--- src/rtl/i2c_tx_fetch_block.sv ---
// i2c_tx_fetch_block
// Read-side consumer of the I2C transmit FIFO. Pops bytes from the FIFO read
// port into a 2-entry buffer and presents them as a valid/ready byte stream
// to the transmit shift logic.
//
// Optional feature macro: I2C_TX_FETCH_COUNT_EN
//   defined   : programmable transfer length, tx_last_o marking, done_o pulse,
//               DRAIN state once every byte has been fetched.
//   undefined : free-running fetch; length_i ignored, tx_last_o/done_o tied
//               low, only abort_i returns the block to IDLE.

module i2c_tx_fetch_block #(
  parameter int data_size  = 8,
  parameter int count_size = 8
) (
  input  logic                  clock_i,
  input  logic                  reset_n_i,
  input  logic                  start_i,
  input  logic [count_size-1:0] length_i,
  input  logic                  abort_i,
  input  logic [data_size-1:0]  fifo_data_i,
  input  logic                  fifo_empty_i,
  output logic                  fifo_read_inc_o,
  output logic [data_size-1:0]  tx_data_o,
  output logic                  tx_valid_o,
  input  logic                  tx_ready_i,
  output logic                  tx_last_o,
  output logic                  busy_o,
  output logic                  done_o,
  output logic                  underrun_o
);

  typedef enum logic [1:0] {
    IDLE  = 2'd0,
    FETCH = 2'd1,
    DRAIN = 2'd2
  } state_t;

  state_t state_q, state_d;

  // Two-entry output buffer with separate read/write pointers and occupancy.
  logic [data_size-1:0] buf_q [2];
  logic [data_size-1:0] buf_d [2];
  logic                 rdPtr_q, rdPtr_d;
  logic                 wrPtr_q, wrPtr_d;
  logic [1:0]           occ_q, occ_d;

  logic pop;
  logic handshake;
  logic fetchOpen;
  logic sendOwed;
  logic lastOwed;
  logic startAccept;

`ifdef I2C_TX_FETCH_COUNT_EN
  logic [count_size-1:0] fetchCnt_q, fetchCnt_d;
  logic [count_size-1:0] sendCnt_q, sendCnt_d;
  logic                  done_q, done_d;

  assign fetchOpen = (fetchCnt_q != '0);
  assign sendOwed  = (sendCnt_q != '0);
  assign lastOwed  = (sendCnt_q == count_size'(1));
`else
  logic unusedLength;

  assign unusedLength = ^length_i;
  assign fetchOpen    = 1'b1;
  assign sendOwed     = 1'b1;
  assign lastOwed     = 1'b0;
`endif

  // A start is only honoured from IDLE and loses to a simultaneous abort.
  assign startAccept = (state_q == IDLE) && start_i && !abort_i;

  // Pop whenever fetching, room in the buffer, FIFO has data and bytes are still owed;
  // an abort or a reset cycle never pops so nothing is pulled out of the FIFO and then lost.
  assign pop = (state_q == FETCH) && !fifo_empty_i && (occ_q != 2'd2) &&
               fetchOpen && !abort_i && reset_n_i;

  // A byte leaves the buffer when the consumer accepts the head entry.
  assign handshake = tx_valid_o && tx_ready_i;

  // State register.
  always_ff @(posedge clock_i) begin
    if (!reset_n_i) begin
      state_q <= IDLE;
    end else begin
      state_q <= state_d;
    end
  end

  // Next-state logic: abort wins from any state, otherwise walk IDLE -> FETCH (-> DRAIN).
  always_comb begin
    state_d = state_q;
    if (abort_i) begin
      state_d = IDLE;
    end else begin
      case (state_q)
        IDLE: begin
`ifdef I2C_TX_FETCH_COUNT_EN
          if (start_i && (length_i != '0)) begin
            state_d = FETCH;
          end
`else
          if (start_i) begin
            state_d = FETCH;
          end
`endif
        end
        FETCH: begin
`ifdef I2C_TX_FETCH_COUNT_EN
          if (pop && (fetchCnt_q == count_size'(1))) begin
            state_d = DRAIN;
          end
`else
          state_d = FETCH;
`endif
        end
        DRAIN: begin
`ifdef I2C_TX_FETCH_COUNT_EN
          if (handshake && (sendCnt_q == count_size'(1))) begin
            state_d = IDLE;
          end
`else
          state_d = IDLE;
`endif
        end
        default: state_d = IDLE;
      endcase
    end
  end

  // Output logic: everything is derived from registered state plus the FIFO empty flag.
  always_comb begin
    busy_o          = (state_q != IDLE);
    tx_valid_o      = (occ_q != 2'd0);
    tx_data_o       = tx_valid_o ? buf_q[rdPtr_q] : '0;
    fifo_read_inc_o = pop;
    tx_last_o       = tx_valid_o && lastOwed;
    underrun_o      = busy_o && sendOwed && !tx_valid_o && fifo_empty_i;
`ifdef I2C_TX_FETCH_COUNT_EN
    done_o          = done_q;
`else
    done_o          = 1'b0;
`endif
  end

  // Buffer next state: abort flushes, otherwise push on pop and retire on handshake.
  always_comb begin
    buf_d   = buf_q;
    rdPtr_d = rdPtr_q;
    wrPtr_d = wrPtr_q;
    occ_d   = occ_q;
    if (abort_i) begin
      rdPtr_d = 1'b0;
      wrPtr_d = 1'b0;
      occ_d   = 2'd0;
    end else begin
      if (pop) begin
        buf_d[wrPtr_q] = fifo_data_i;
        wrPtr_d        = !wrPtr_q;
      end
      if (handshake) begin
        rdPtr_d = !rdPtr_q;
      end
      case ({pop, handshake})
        2'b10:   occ_d = occ_q + 2'd1;
        2'b01:   occ_d = occ_q - 2'd1;
        default: occ_d = occ_q;
      endcase
    end
  end

  // Buffer registers; cleared by reset so tx_data_o starts at zero.
  always_ff @(posedge clock_i) begin
    if (!reset_n_i) begin
      buf_q[0] <= '0;
      buf_q[1] <= '0;
      rdPtr_q  <= 1'b0;
      wrPtr_q  <= 1'b0;
      occ_q    <= 2'd0;
    end else begin
      buf_q    <= buf_d;
      rdPtr_q  <= rdPtr_d;
      wrPtr_q  <= wrPtr_d;
      occ_q    <= occ_d;
    end
  end

`ifdef I2C_TX_FETCH_COUNT_EN
  // Transfer counters: loaded on an accepted start, stepped by pops and handshakes.
  always_comb begin
    fetchCnt_d = fetchCnt_q;
    sendCnt_d  = sendCnt_q;
    if (abort_i) begin
      fetchCnt_d = '0;
      sendCnt_d  = '0;
    end else if (startAccept) begin
      fetchCnt_d = length_i;
      sendCnt_d  = length_i;
    end else begin
      if (pop) begin
        fetchCnt_d = fetchCnt_q - count_size'(1);
      end
      if (handshake && sendOwed) begin
        sendCnt_d = sendCnt_q - count_size'(1);
      end
    end
  end

  // Done pulse: a zero-length start, or the final handshake out of DRAIN.
  always_comb begin
    done_d = 1'b0;
    if (!abort_i) begin
      if (startAccept && (length_i == '0)) begin
        done_d = 1'b1;
      end else if ((state_q == DRAIN) && handshake && (sendCnt_q == count_size'(1))) begin
        done_d = 1'b1;
      end
    end
  end

  // Counter and done registers.
  always_ff @(posedge clock_i) begin
    if (!reset_n_i) begin
      fetchCnt_q <= '0;
      sendCnt_q  <= '0;
      done_q     <= 1'b0;
    end else begin
      fetchCnt_q <= fetchCnt_d;
      sendCnt_q  <= sendCnt_d;
      done_q     <= done_d;
    end
  end
`else
  logic unusedStart;

  assign unusedStart = startAccept;
`endif

endmodule

--- config.mk ---
export PLATFORM = sky130hd
export DESIGN_NAME = i2c_tx_fetch_block
export DESIGN_NICKNAME = d
export VERILOG_FILES = /design/src/rtl/i2c_tx_fetch_block.sv
export SDC_FILE = /design/constraint.sdc
export NUM_CORES = 1
export LEC_CHECK = 0
export ABC_AREA = 1
export BUFFER_PORTS_ARGS = -buffer_cell sky130_fd_sc_hd__buf_4
export CORE_UTILIZATION = 50
export CTS_CLUSTER_SIZE = 25
export DETAILED_ROUTE_END_ITERATION = 8
export PLACE_DENSITY = 0.89
export REMOVE_ABC_BUFFERS = 1
export SETUP_SLACK_MARGIN = 0.02
export SLEW_MARGIN = 20
export SYNTH_ARGS = -nofsm -noshare
export SYNTH_HDL_FRONTEND = slang
export SYNTH_SLANG_ARGS = --single-unit
--- constraint.sdc ---
create_clock -name clock_i -period 1.7 [get_ports clock_i]
set_input_delay 0.34 -clock clock_i [delete_from_list [all_inputs] [get_ports clock_i]]
set_output_delay 0.34 -clock clock_i [all_outputs]
set_load 0.03 [all_outputs]
==> run_results.csv <==
group,metric,value,unit
status,status,"complete, no violations",
place,post-place-ws,0.1411,ns
synthesis,synth_ff_type,"dfxtp_1",
place,place_area,1343,sq um
floorplan,fp-row-count,16,
power,leakage,0.6557,nW
cts,numCtsBuffers,3,
sta,fmax,615.9,MHz
detailed_routing,totalWireLength,2610,um
synthesis,yosysSeqAreaShare,36.68,%
sta,period_share,95.51,%
floorplan,die_w,49.88,um
cts,clkLatencyLatePin,0.31,ns
grt,grt-ovfl-total,0,
synthesis,synth-warning-count,0,
synthesis,synth_area,1146,sq um
detailed_routing,wl_per_cell,11.92,um
detailed_routing,drt.antenna.violating_nets,0,
detailed_routing,drc,0,
synthesis,synth-edff-count,0,
sta,drv_slew,0,
hold_path,hp-class,"input pin to flip-flop",
detailed_routing,drtIter0Drc,45,
sta,finalSetupViolCount,0,
sta,fin_skew,0.0003095,ns
detailed_routing,vias_per_cell,5.311,
synthesis,synth_top_area_share,36.68,%
finish,area_delta_synth_final,21.83,%
synthesis,yosysMostFrequentCell,"nor2_1",
sta,grt_setup_unrepaired,"false",
synthesis,synthTopCellsByArea,"dfxtp_1, nor2_1, nand2_1",
place,dpl.hpwl,1917,um
synthesis,ys_ff_latch,21,
detailed_routing,num_vias,1163,
finish,finalNetCount,216,
floorplan,die_h,49.88,um
grt,antenna_found_initial,0,
grt,grt_first_pass_wirelength,4429,um
sta,timing.final.hold_violations,0,
synthesis,synth-async-reset-ratio,0,%
setup_path,crit_type,"flip-flop to output pin",
power,p_total,0.8356,mW
cts,clockBufferDepth,2,
detailed_routing,firstDrtPassIters,4,
setup_path,start_kind,"flip-flop",
cts,cts_hold_buffers,0,
cts,path_clk_slew,0.12,ns
grt,grt_use_total,23.33,%
synthesis,syn-instance-count,166,
floorplan,die_area,2488,sq um
setup_path,cp.required,1.36,ns
setup_path,cp_max_fo,6,
grt,grt_max_degree,19,
cts,htreeDepth,1,
sta,fin_tns_setup,0,ns
sta,min_period,1.624,ns
place,dp.cells,214,
place,place_congestion,0.7838,
finish,finalInstanceArea,1396,sq um
synthesis,synth_common_cells,"nor2_1, nand2_1, dfxtp_1, inv_1, nand4_1",
sta,holdWs,0.2465,ns
floorplan,core-area,2062,sq um
finish,final_util,67.72,%
sta,setup_ws,0.07634,ns
synthesis,syn_area_per_cell,6.904,sq um
power,pwr_density_cell,598.4,nW/um^2
place,port-buffer-count,25,
synthesis,synth_cell_types,23,
cts,clock_sinks,21,
setup_path,endpoint_kind,"output pin",
cts,cts_tree,"built",
finish,instances_no_fill,219,
finish,final_layout_size_suffix_gt1_share,25.52,%
finish,antenna_cells,0,
setup_path,ff2ff_setup_slack,0.25,ns
cts,cts-root-buf,"clkbuf_4",
grt,grt_pass1_vias,1030,
floorplan,start_util,55.58,%
synthesis,yosys.area.top_type,"dfxtp_1",
floorplan,io_pins,36,
setup_path,arrival,1.28,ns
flow_run,maxCapViolCount,0,
finish,fillers,164,
power,ir_drop,0.0004055,V
-- power by group --
group	leakage (nW)	internal, mW	switching [mW]
registers	0.172	0.493	0.00313
clock network	0.0177	0.0879	0.158
logic	0.466	0.0383	0.0547
total	0.656	0.619	0.216
-- sequential cells by signal, indices dropped and copies added, names as in the netlist --
register  flops
buf_q        16
occ_q         2
rdPtr_q       1
state_q       1
wrPtr_q       1
-- cell type report --
cell class                 instances  area, sq um  area share, %
clock buffer                       3        22.52          1.613
clock inverter                     1        5.005         0.3584
inverter                          20        75.07          5.376
multi-input combinational        117        605.6          43.37
sequential                        21        429.2          30.73
tap                               27        33.78          2.419
timing repair buffer              30        225.2          16.13
-- final timing paths --
| kind | cells after the start | endpoint | from |
|---|---|---|---|
| max | 4 | tx_data_o[2] | rdPtr_q |
| min | 3 | state_q[0] | start_i |
| max reg2reg | 8 | occ_q[1] | occ_q[0] |
| min reg2reg | 2 | buf_q[9] | buf_q[9] |
-- cell families (layout without fill, tap and decap cells) --
group,Yosys count,in the layout,synth area share [%]
simple gates,99,99,43.34
buf+inv,29,54,11.68
flops,21,21,36.68
compound gates,14,14,6.113
fa+ha+maj,1,1,1.092
other cells,1,2,0.3272
xor+xnor,1,1,0.7643
-- cell usage in the layout (no fill, tap or decap) --
| master | instances |
|---|---|
| nand2_1 | 36 |
| nor3_2 | 1 |
| dfxtp_1 | 18 |
| nor2_2 | 1 |
| nand3_1 | 1 |
| nor2_8 | 3 |
| a21oi_1 | 11 |
| nor2_1 | 37 |
| o21ai_0 | 3 |
| nor2_4 | 2 |
| inv_2 | 3 |
| inv_1 | 17 |
| nand4_1 | 16 |
| nand2_4 | 1 |
| clkbuf_4 | 3 |
| xor2_1 | 1 |
| clkinv_2 | 1 |
| buf_4 | 30 |
| dfxtp_4 | 2 |
| dfxtp_2 | 1 |
| nand3_4 | 1 |
| ha_1 | 1 |
| conb_1 | 2 |
-- metal layers --
metal,track usage (%),part of all wire [%]
met1,28.87,39
met4,8.095,1.5
met2,41.22,53
met3,2.778,6.9
met5,0,0
-- worst max-delay path, stage by stage, from the launching register on --
cell	delay, ns
dfxtp_4	0.40
buf_4	0.14
nand2_1	0.05
a21oi_1	0.19
buf_4	0.19
-- repair_timing --
action / in CTS / in global routing
gates cloned: 0 / 0
setup endpoints to repair: 8 / 10
pin swaps: 0 / 1
buffers inserted: 0 / 1
resized for setup: 3 / 5
Power figures use the tool's default switching activity.
